$ cat src/rtl/cla_seq_adder_if.sv
// Request/response bundle for cla_seq_adder. The master drives operands and
// accepts results; the slave is the adder.
interface cla_seq_adder_if #(
  parameter int W = 16
);
  logic         start_valid;
  logic         start_ready;
  logic [W-1:0] a;
  logic [W-1:0] b;
  logic         cin;
  logic         sub;
  logic         res_valid;
  logic         res_ready;
  logic [W-1:0] sum;
  logic         cout;
  logic         ovf;
  logic         busy;

  modport master (
    output start_valid, a, b, cin, sub, res_ready,
    input  start_ready, res_valid, sum, cout, ovf, busy
  );

  modport slave (
    input  start_valid, a, b, cin, sub, res_ready,
    output start_ready, res_valid, sum, cout, ovf, busy
  );
endinterface

$ cat src/rtl/cla_seq_adder.sv
// Wide add/sub sequenced through one 4-bit CLA, LSB nibble first: result valid NIBBLES
// cycles after acceptance; the result is held in DONE until res_ready, no new request meanwhile.
module cla_seq_adder #(
  parameter int NIBBLES = 4
) (
  input  logic          clk,
  input  logic          rst,
  cla_seq_adder_if.slave io
);
  localparam int W  = 4 * NIBBLES;
  localparam int IW = $clog2(NIBBLES);
  localparam logic [IW-1:0] LAST_IDX = IW'(NIBBLES - 1);

  typedef enum logic [1:0] {
    IDLE = 2'd0,
    RUN  = 2'd1,
    DONE = 2'd2
  } state_t;

  state_t        state_q, state_d;
  logic [IW-1:0] idx_q, idx_d;
  logic          carry_q, carry_d;
  logic [W-1:0]  a_q, a_d;
  logic [W-1:0]  b_q, b_d;
  logic [W-1:0]  sum_q, sum_d;
  logic          cout_q, cout_d;
  logic          ovf_q, ovf_d;

  logic [IW+1:0] bit_base;
  logic [3:0]    nib_a;
  logic [3:0]    nib_b;
  logic [3:0]    nib_sum;
  logic          nib_cout;

  assign bit_base = {idx_q, 2'b00};
  assign nib_a    = a_q[bit_base +: 4];
  assign nib_b    = b_q[bit_base +: 4];

  CLA u_cla (
    .a    (nib_a),
    .b    (nib_b),
    .cin  (carry_q),
    .sum  (nib_sum),
    .cout (nib_cout)
  );

  always_comb begin
    state_d = state_q;
    idx_d   = idx_q;
    carry_d = carry_q;
    a_d     = a_q;
    b_d     = b_q;
    sum_d   = sum_q;
    cout_d  = cout_q;
    ovf_d   = ovf_q;

    case (state_q)
      IDLE: begin
        if (io.start_valid) begin
          // Subtraction is folded into the operands: A + ~B + 1.
          a_d     = io.a;
          b_d     = io.sub ? ~io.b : io.b;
          carry_d = io.sub ? 1'b1 : io.cin;
          idx_d   = '0;
          sum_d   = '0;
          state_d = RUN;
        end
      end
      RUN: begin
        sum_d[bit_base +: 4] = nib_sum;
        carry_d              = nib_cout;
        idx_d                = idx_q + 1'b1;
        if (idx_q == LAST_IDX) begin
          // nib_sum[3] is the new MSB of the full-width result on the last nibble.
          cout_d  = nib_cout;
          ovf_d   = (a_q[W-1] == b_q[W-1]) && (nib_sum[3] != a_q[W-1]);
          idx_d   = idx_q;
          state_d = DONE;
        end
      end
      DONE: begin
        if (io.res_ready) begin
          state_d = IDLE;
        end
      end
      default: begin
        state_d = IDLE;
      end
    endcase
  end

  always_ff @(posedge clk or posedge rst) begin
    if (rst) begin
      state_q <= IDLE;
      idx_q   <= '0;
      carry_q <= 1'b0;
      a_q     <= '0;
      b_q     <= '0;
      sum_q   <= '0;
      cout_q  <= 1'b0;
      ovf_q   <= 1'b0;
    end else begin
      state_q <= state_d;
      idx_q   <= idx_d;
      carry_q <= carry_d;
      a_q     <= a_d;
      b_q     <= b_d;
      sum_q   <= sum_d;
      cout_q  <= cout_d;
      ovf_q   <= ovf_d;
    end
  end

  assign io.start_ready = (state_q == IDLE);
  assign io.res_valid   = (state_q == DONE);
  assign io.busy        = (state_q != IDLE);
  assign io.sum         = sum_q;
  assign io.cout        = cout_q;
  assign io.ovf         = ovf_q;
endmodule

// 4-bit carry-lookahead adder slice; purely combinational.
module CLA (
  input  logic [3:0] a,
  input  logic [3:0] b,
  input  logic       cin,
  output logic [3:0] sum,
  output logic       cout
);
  logic [3:0] p;
  logic [3:0] g;
  logic [3:0] c;

  assign p = a ^ b;
  assign g = a & b;

  assign c[0] = cin;
  assign c[1] = g[0] | (p[0] & cin);
  assign c[2] = g[1] | (p[1] & g[0]) | (p[1] & p[0] & cin);
  assign c[3] = g[2] | (p[2] & g[1]) | (p[2] & p[1] & g[0]) | (p[2] & p[1] & p[0] & cin);
  assign cout = g[3] | (p[3] & g[2]) | (p[3] & p[2] & g[1]) | (p[3] & p[2] & p[1] & g[0])
              | (p[3] & p[2] & p[1] & p[0] & cin);

  assign sum = p ^ c;
endmodule
$ cat src/flat_wrapper.sv
// flat-port wrapper written by rule: the top's interface ports become plain ports
module cla_seq_adder_flat 
#(
  parameter int NIBBLES = 4
)
  (clk, rst, io_start_valid, io_a, io_b, io_cin, io_sub, io_res_ready, io_start_ready, io_res_valid, io_sum, io_cout, io_ovf, io_busy);
  cla_seq_adder_if io_i ();
  input  logic clk;
  input  logic rst;
  input wire logic [$bits(io_i.start_valid)-1:0] io_start_valid;
  input wire logic [$bits(io_i.a)-1:0] io_a;
  input wire logic [$bits(io_i.b)-1:0] io_b;
  input wire logic [$bits(io_i.cin)-1:0] io_cin;
  input wire logic [$bits(io_i.sub)-1:0] io_sub;
  input wire logic [$bits(io_i.res_ready)-1:0] io_res_ready;
  output wire logic [$bits(io_i.start_ready)-1:0] io_start_ready;
  output wire logic [$bits(io_i.res_valid)-1:0] io_res_valid;
  output wire logic [$bits(io_i.sum)-1:0] io_sum;
  output wire logic [$bits(io_i.cout)-1:0] io_cout;
  output wire logic [$bits(io_i.ovf)-1:0] io_ovf;
  output wire logic [$bits(io_i.busy)-1:0] io_busy;
  assign io_i.start_valid = io_start_valid;
  assign io_i.a = io_a;
  assign io_i.b = io_b;
  assign io_i.cin = io_cin;
  assign io_i.sub = io_sub;
  assign io_i.res_ready = io_res_ready;
  assign io_start_ready = io_i.start_ready;
  assign io_res_valid = io_i.res_valid;
  assign io_sum = io_i.sum;
  assign io_cout = io_i.cout;
  assign io_ovf = io_i.ovf;
  assign io_busy = io_i.busy;
  cla_seq_adder #(.NIBBLES(NIBBLES)) u_core (.clk(clk), .rst(rst), .io(io_i));
endmodule
$ cat config.mk
export PLATFORM = sky130hd
export DESIGN_NAME = cla_seq_adder_flat
export DESIGN_NICKNAME = d
export VERILOG_FILES = /design/src/rtl/cla_seq_adder_if.sv /design/src/rtl/cla_seq_adder.sv /design/src/flat_wrapper.sv
export SDC_FILE = /design/constraint.sdc
export NUM_CORES = 1
export LEC_CHECK = 0
export BUFFER_PORTS_ARGS = -buffer_cell sky130_fd_sc_hd__buf_4
export CAP_MARGIN = 10
export CORE_ASPECT_RATIO = 0.6
export CORE_MARGIN = 4
export CORE_UTILIZATION = 40
export CTS_CLUSTER_SIZE = 14
export DETAILED_ROUTE_END_ITERATION = 16
export PLACE_DENSITY = 0.6
export RECOVER_POWER = 25
export SLEW_MARGIN = 20
export SYNTH_ARGS = -nofsm -noshare
export SYNTH_HDL_FRONTEND = slang
export SYNTH_SLANG_ARGS = --single-unit
$ cat constraint.sdc
create_clock -name clk -period 4.3 [get_ports clk]
set_clock_uncertainty 0.05 [all_clocks]
set_input_delay 0.86 -clock clk [delete_from_list [all_inputs] [get_ports clk]]
set_output_delay 0.86 -clock clk [all_outputs]
set_load 0.005 [all_outputs]
Word level (Yosys, flattened, before mapping):

Index checks and enable logic that the tools add are counted.

* register bits after elaboration: 55
* input port bits: 38
* output and inout bits: 21
* logic and storage cells: 76

* add/sub/neg operators: 2
* equality and inequality tests: 9
* shift operators: 4
* mux-type cells: 14
* bitwise gates (word level): 30
* reduce and logical (&&, ||, !) cells: 9

Operators with widths (number)
* $mux W16: 2
* $pmux W16 S2: 1
* $shiftx A16 B5 Y4: 2
* $and A1 B1 Y1: 16
* $bwmux W16: 1
* $not A16 Y16: 1
* $shift A4 B6 Y16 const A: 1
* $shiftx A4 B6 Y16: 1
* $mux W2: 5
* $or A1 B1 Y1: 10
* $xor A4 B4 Y4: 2
* $ne A2 B2 Y1 const B: 3
* $neg A4 Y6: 1
* $pmux W2 S3: 1
* $reduce_and A2 Y1: 3
* $reduce_and A3 Y1: 2
* $and A4 B4 Y4: 1
* $eq A2 B2 Y1 const B: 2
* $pmux W2 S2: 1
* $reduce_bool A2 Y1: 2
* $add A2 B1 Y2 const B: 1
* $eq A2 B1 Y1 const B: 1
* $logic_not A2 Y1: 1
* $mux W1: 2
* 5 further kinds: 5

Longest topological paths before layout:

* word-level depth: 10
* mapped depth: 8
* mapped depth without buffers: 6

By module:

Synthesis repeated with hierarchy kept, for this count alone.

* cell total of the unflattened synthesis: 220
* area, all modules: 2751.4 um^2

Modules (own cells, without submodules)
* cla_seq_adder: times used 1, cells an instance 203, area an instance 2603.7 um^2, seq. area each 1376.3 um^2
* CLA: times used 1, cells an instance 17, area an instance 147.6 um^2, seq. area each 0.0 um^2

Least setup slack after synthesis:

No wires, ideal clock.

* path kind: reg-to-reg
* from: reg u_core.idx_q[0]
* to: reg u_core.sum_q[11] (netlist: u_core.io.sum[11])
* setup time: 0.121 ns
* arrival: 2.327 ns
* required time: 4.129 ns
* path slack: 1.802 ns
* stages on the path, launching flop included: 8
* buffers on the path: 1
* clock period less this slack: 2.498 ns
* path through: dfrtp_1 -> buf_2 -> mux4_2 -> ha_1 -> a41oi_1 -> o21ai_1 -> xor2_1 -> a22o_1

* word-level cells in the longest chain between the ends: 10
* elaborated cells between the ends (all ways): 25
* classes of those cells: add/sub: 1; shift: 4; mux: 2; bitwise: 18

RTL lines
* start, declared: line cla_seq_adder.sv:21 `logic [IW-1:0] idx_q, idx_d;`
* start signal, assigned: line cla_seq_adder.sv:104 `idx_q <= idx_d;`
* $shiftx A16 B5 Y4 (on tied branches): line cla_seq_adder.sv:36, cla_seq_adder.sv:37
* $xor A4 B4 Y4 / $and A4 B4 Y4 (equally long branches): line cla_seq_adder.sv:134, cla_seq_adder.sv:135
* $and A1 B1 Y1: line cla_seq_adder.sv:140 `assign c[3] = g[2] | (p[2] & g[1]) | (p[2] & p[1] & g[0]) | (p[2] & p[1] & p[0] & cin);`
* $or A1 B1 Y1 / $and A1 B1 Y1 (equally long branches) (2 in a row): line cla_seq_adder.sv:140
* $or A1 B1 Y1: line cla_seq_adder.sv:140
* $xor A4 B4 Y4: line cla_seq_adder.sv:144 `assign sum = p ^ c;`
* $shiftx A4 B6 Y16: line cla_seq_adder.sv:70 `sum_d[bit_base +: 4] = nib_sum;`
* $bwmux W16 (*): line cla_seq_adder.sv:70
* $pmux W16 S2 (*): line cla_seq_adder.sv:57 `case (state_q)`
* end signal, assigned: line cla_seq_adder.sv:108 `sum_q <= sum_d;`
* end, declared: line cla_seq_adder.sv:25 `logic [W-1:0] sum_q, sum_d;`

Every way passes the cells marked *; elsewhere a longest branch is shown, timed or not.
A chain may end at the register's enable or synchronous reset.

Worst setup path after layout:

* from: reg u_core.idx_q[0]
* to: reg u_core.sum_q[3] (netlist: u_core.io.sum[3])

Same word-level chain as after synthesis.

==> impl_results.md <==
- Status: finished with violations
- Failing checks: max-capacitance violations, max-slew violations
- Leakage: 0.00158 µW
- Synth-to-layout area growth: 22.0%
- RSZ-0062 raised after global routing: false
- DP HPWL: 4630 µm
- CTS root buf: clkbuf_16
- First-pass GRT wire length: around 10000 µm
- Post-Syn Area: approximately 2800 µm²
- Kind of end point of the critical path: register
- Ys async rst share: between 90% and 100%
- CP cell instances: mux4_2 -> ha_1 -> a21oi_1 -> o21ai_1 -> xor2_1 -> a22o_1
- Clock sinks: 55
- Peak Freq: approximately 350 MHz
- Slowest stage cell, crit path: dfrtp_1
- Pins Over Slew Limit: 41
- 1st-pass router iterations: 4
- Final setup violation count: 0
- CTS Buffer Depth: 2
- Initial antenna violation count: 0
- Die Y: 73.1 µm
- Buffers and inverters on the worst path: 0
- Power per standard cell area: 798 nW/µm²
- Pin count of the biggest net entering global routing: 41
- Yosys warnings: 0
- Cell taking the most area after synthesis: dfrtp_1
- # Post-CTS Setup Buffers: 0
- Nets: 328
- Synth Flop Type: dfrtp_1
- Antenna fix cells: 0
- FILL cells: between 600 and 700
- Worst Setup Start Kind: register
- Cts bufs inserted: 5
- Final hold violations: 0
- Crit path capture: u_core.io.sum[3]
- Max_slew headroom: -2.16%
- GRT Util Overall: 15.6%
- I/O Pins: about 60
- Detailed Route Iter0 Violations: between 100 and 150
- R2R setup slack: ~1.4 ns
- CTS resizes: 0
- Top cells by instance count after synthesis: 55 x dfrtp_1, 21 x nor2_1, 17 x a21oi_1, 17 x xnor2_1
- Worst hold slack: ~0.46 ns
- Cell variety after synth: 43
- CTS tree: done
- Fin cells: 368
- Syn avg cell area: approximately 13 µm²
- Syn Inst Count: about 220
- Cts hold-fix bufs: 0
- Critical path class: reg2reg
- Share of layout cells above drive strength 1: a little under two fifths
- Crit path max fanout: 15
- #FFs+latches synth: 55
- Clk pin slew, worst setup/hold paths: 0.07 ns
- Vias in the first global route: roughly 1.9k
- GP Congestion: roughly 0.75
- DRC violations left: 0
- Later-pin clock latency in the skew report: approximately 0.29 ns
- Core footprint: around 6800 µm²
- Syn Nets: roughly 270
- Antenna Nets Post-Route: 0
- RR Startpoint: u_core.idx_q[0]
- FF-to-FF path depth: 6
- H-tree Lvls: 2
- CP Depth: 6
- Top-area cell type share of the netlist area: slightly below 50%
- Post-synthesis sequential area ratio: 48.7%
- Via count: 1901
- CP delay by family, top: flip-flops
- Number of synthesized flops with an enable pin: 0
- Accumulated negative setup slack: 0 ns
- Hold Crit Class: reg2reg
- DP Cell Count: 360
- Die width: between 100 and 150 µm
- Clock period minus worst slack: about 2.9 ns
- Crit Reg-Reg Endpoint: u_core.io.sum[3]
- Top post-synthesis cells by area: dfrtp_1 49%, mux2_4 8.5%, mux4_2 6.4%
- Overflow after GRT: 0
- Max IR drop VDD: around 320 µV
- Worst path max stage delay: roughly 0.8 ns
- Row Count: 23
- Top-count cell post-synth: dfrtp_1
- Worst Tran Pin Value: around 1.5 ns
- Port buffer count: between 50 and 60
- Data arrival, critical path: ~3 ns
- Period utilization: between 60% and 70%
- Vias per inst: 5.17
- Initial Util: between 40% and 50%
- Per-cell routed wire length: between 15 and 20 µm
- DIE AREA: around 8500 µm²
- Total wire length: roughly 6200 µm
- Critical path startpoint: u_core.idx_q[0]
- Critical Path RT: 4.43 ns
- Max cap viols: 1
[cells by family after synthesis]
family,Yosys count,share of synthesized area [%]
flip-flops,55,48.7
adder cells (fa/ha/maj),10,4.69
buffers and inverters,17,4.25
AO/OA/AOI/OAI,46,11.5
multiplexers,27,16.0
XOR/XNOR,19,5.88
AND/OR/NAND/NOR,50,9.07
[placed cells by master, fill, tap and decap left out, types with 2 or more instances in the layout]
| master | Yosys | final |
|---|---|---|
| a21oi_1 | 17 | 17 |
| a21oi_2 | 4 | 4 |
| a22o_1 | 16 | 16 |
| buf_4 | 0 | 59 |
| clkbuf_16 | 0 | 5 |
| clkbuf_8 | 0 | 2 |
| dfrtp_1 | 55 | 55 |
| ha_1 | 9 | 9 |
| inv_1 | 4 | 4 |
| mux2_4 | 16 | 16 |
| mux2i_1 | 2 | 2 |
| mux4_2 | 8 | 8 |
| nand2_1 | 12 | 12 |
| nand2b_1 | 3 | 3 |
| nand3_1 | 2 | 2 |
| nor2_1 | 21 | 21 |
| nor3_1 | 2 | 2 |
| o21ai_0 | 2 | 2 |
| xnor2_1 | 17 | 17 |
| xor2_1 | 2 | 2 |
[layer usage]
metal | routed length [µm] | track usage [%] | vias up
met1 | 3310 | 25.8 | 930
met3 | 417 | 4.64 | 8
li1 | - | - | 915
met2 | 2400 | 19.5 | 48
met4 | 55 | 3.94 | 0
met5 | 0 | 0 | -
[through the flow]
step | worst slack (ns) | total power, µW | util [%] | cell area [µm²]
CTS | 1.39 | 2780 | 51.0 | 3450
floorplan | 1.80 | 1960 | - | 2830
global route | 1.19 | 2970 | 51.0 | 3450
finish | 1.45 | 2750 | 51.0 | 3450
detailed placement | 1.39 | 2330 | 48.7 | 3290
global placement | 1.51 | 2310 | 48.7 | 3290
[worst min-delay path by stage]
stage                           from          endpoint  slack (ns)  cells past startpoint
floorplan              u_core.io.ovf     u_core.io.ovf        0.42                      2
global placement      u_core.io.cout    u_core.io.cout        0.43                      2
detailed placement     u_core.io.ovf     u_core.io.ovf        0.43                      2
CTS                    u_core.io.ovf     u_core.io.ovf        0.46                      2
global route        u_core.io.sum[2]  u_core.io.sum[2]        0.48                      1
finish                u_core.io.cout    u_core.io.cout        0.46                      2
[state kept, by name, summed over array words and instances (netlist names)]
signal / flops
u_core.a_q: 16
u_core.b_q: 16
u_core.carry_q: 1
u_core.idx_q: 2
u_core.io.cout: 1
u_core.io.ovf: 1
u_core.io.sum: 16
u_core.state_q: 2
[worst register-to-register path, stage by stage (launching register included)]
cell	delay [ns]
dfrtp_1	0.80
mux4_2	0.59
ha_1	0.36
a21oi_1	0.08
o21ai_1	0.42
xor2_1	0.21
a22o_1	0.24
[cell type report]
type,count,area [µm²],area share [%]
Multi-Input combinational cell,152,1330,38.6
Timing Repair Buffer,60,450,13.1
Sequential cell,55,1380,39.9
Clock inverter,1,7.51,0.218
Tap cell,87,109,3.15
Inverter,6,22.5,0.653
Clock buffer,7,153,4.42
[power by group]
group	internal [µW]	switching, µW	total [µW]	leakage (µW)
registers	737	208	945	0.000672
logic	683	695	1380	0.000835
clock network	248	181	429	0.0000761
No activity file was read; power rests on OpenSTA's default activity.
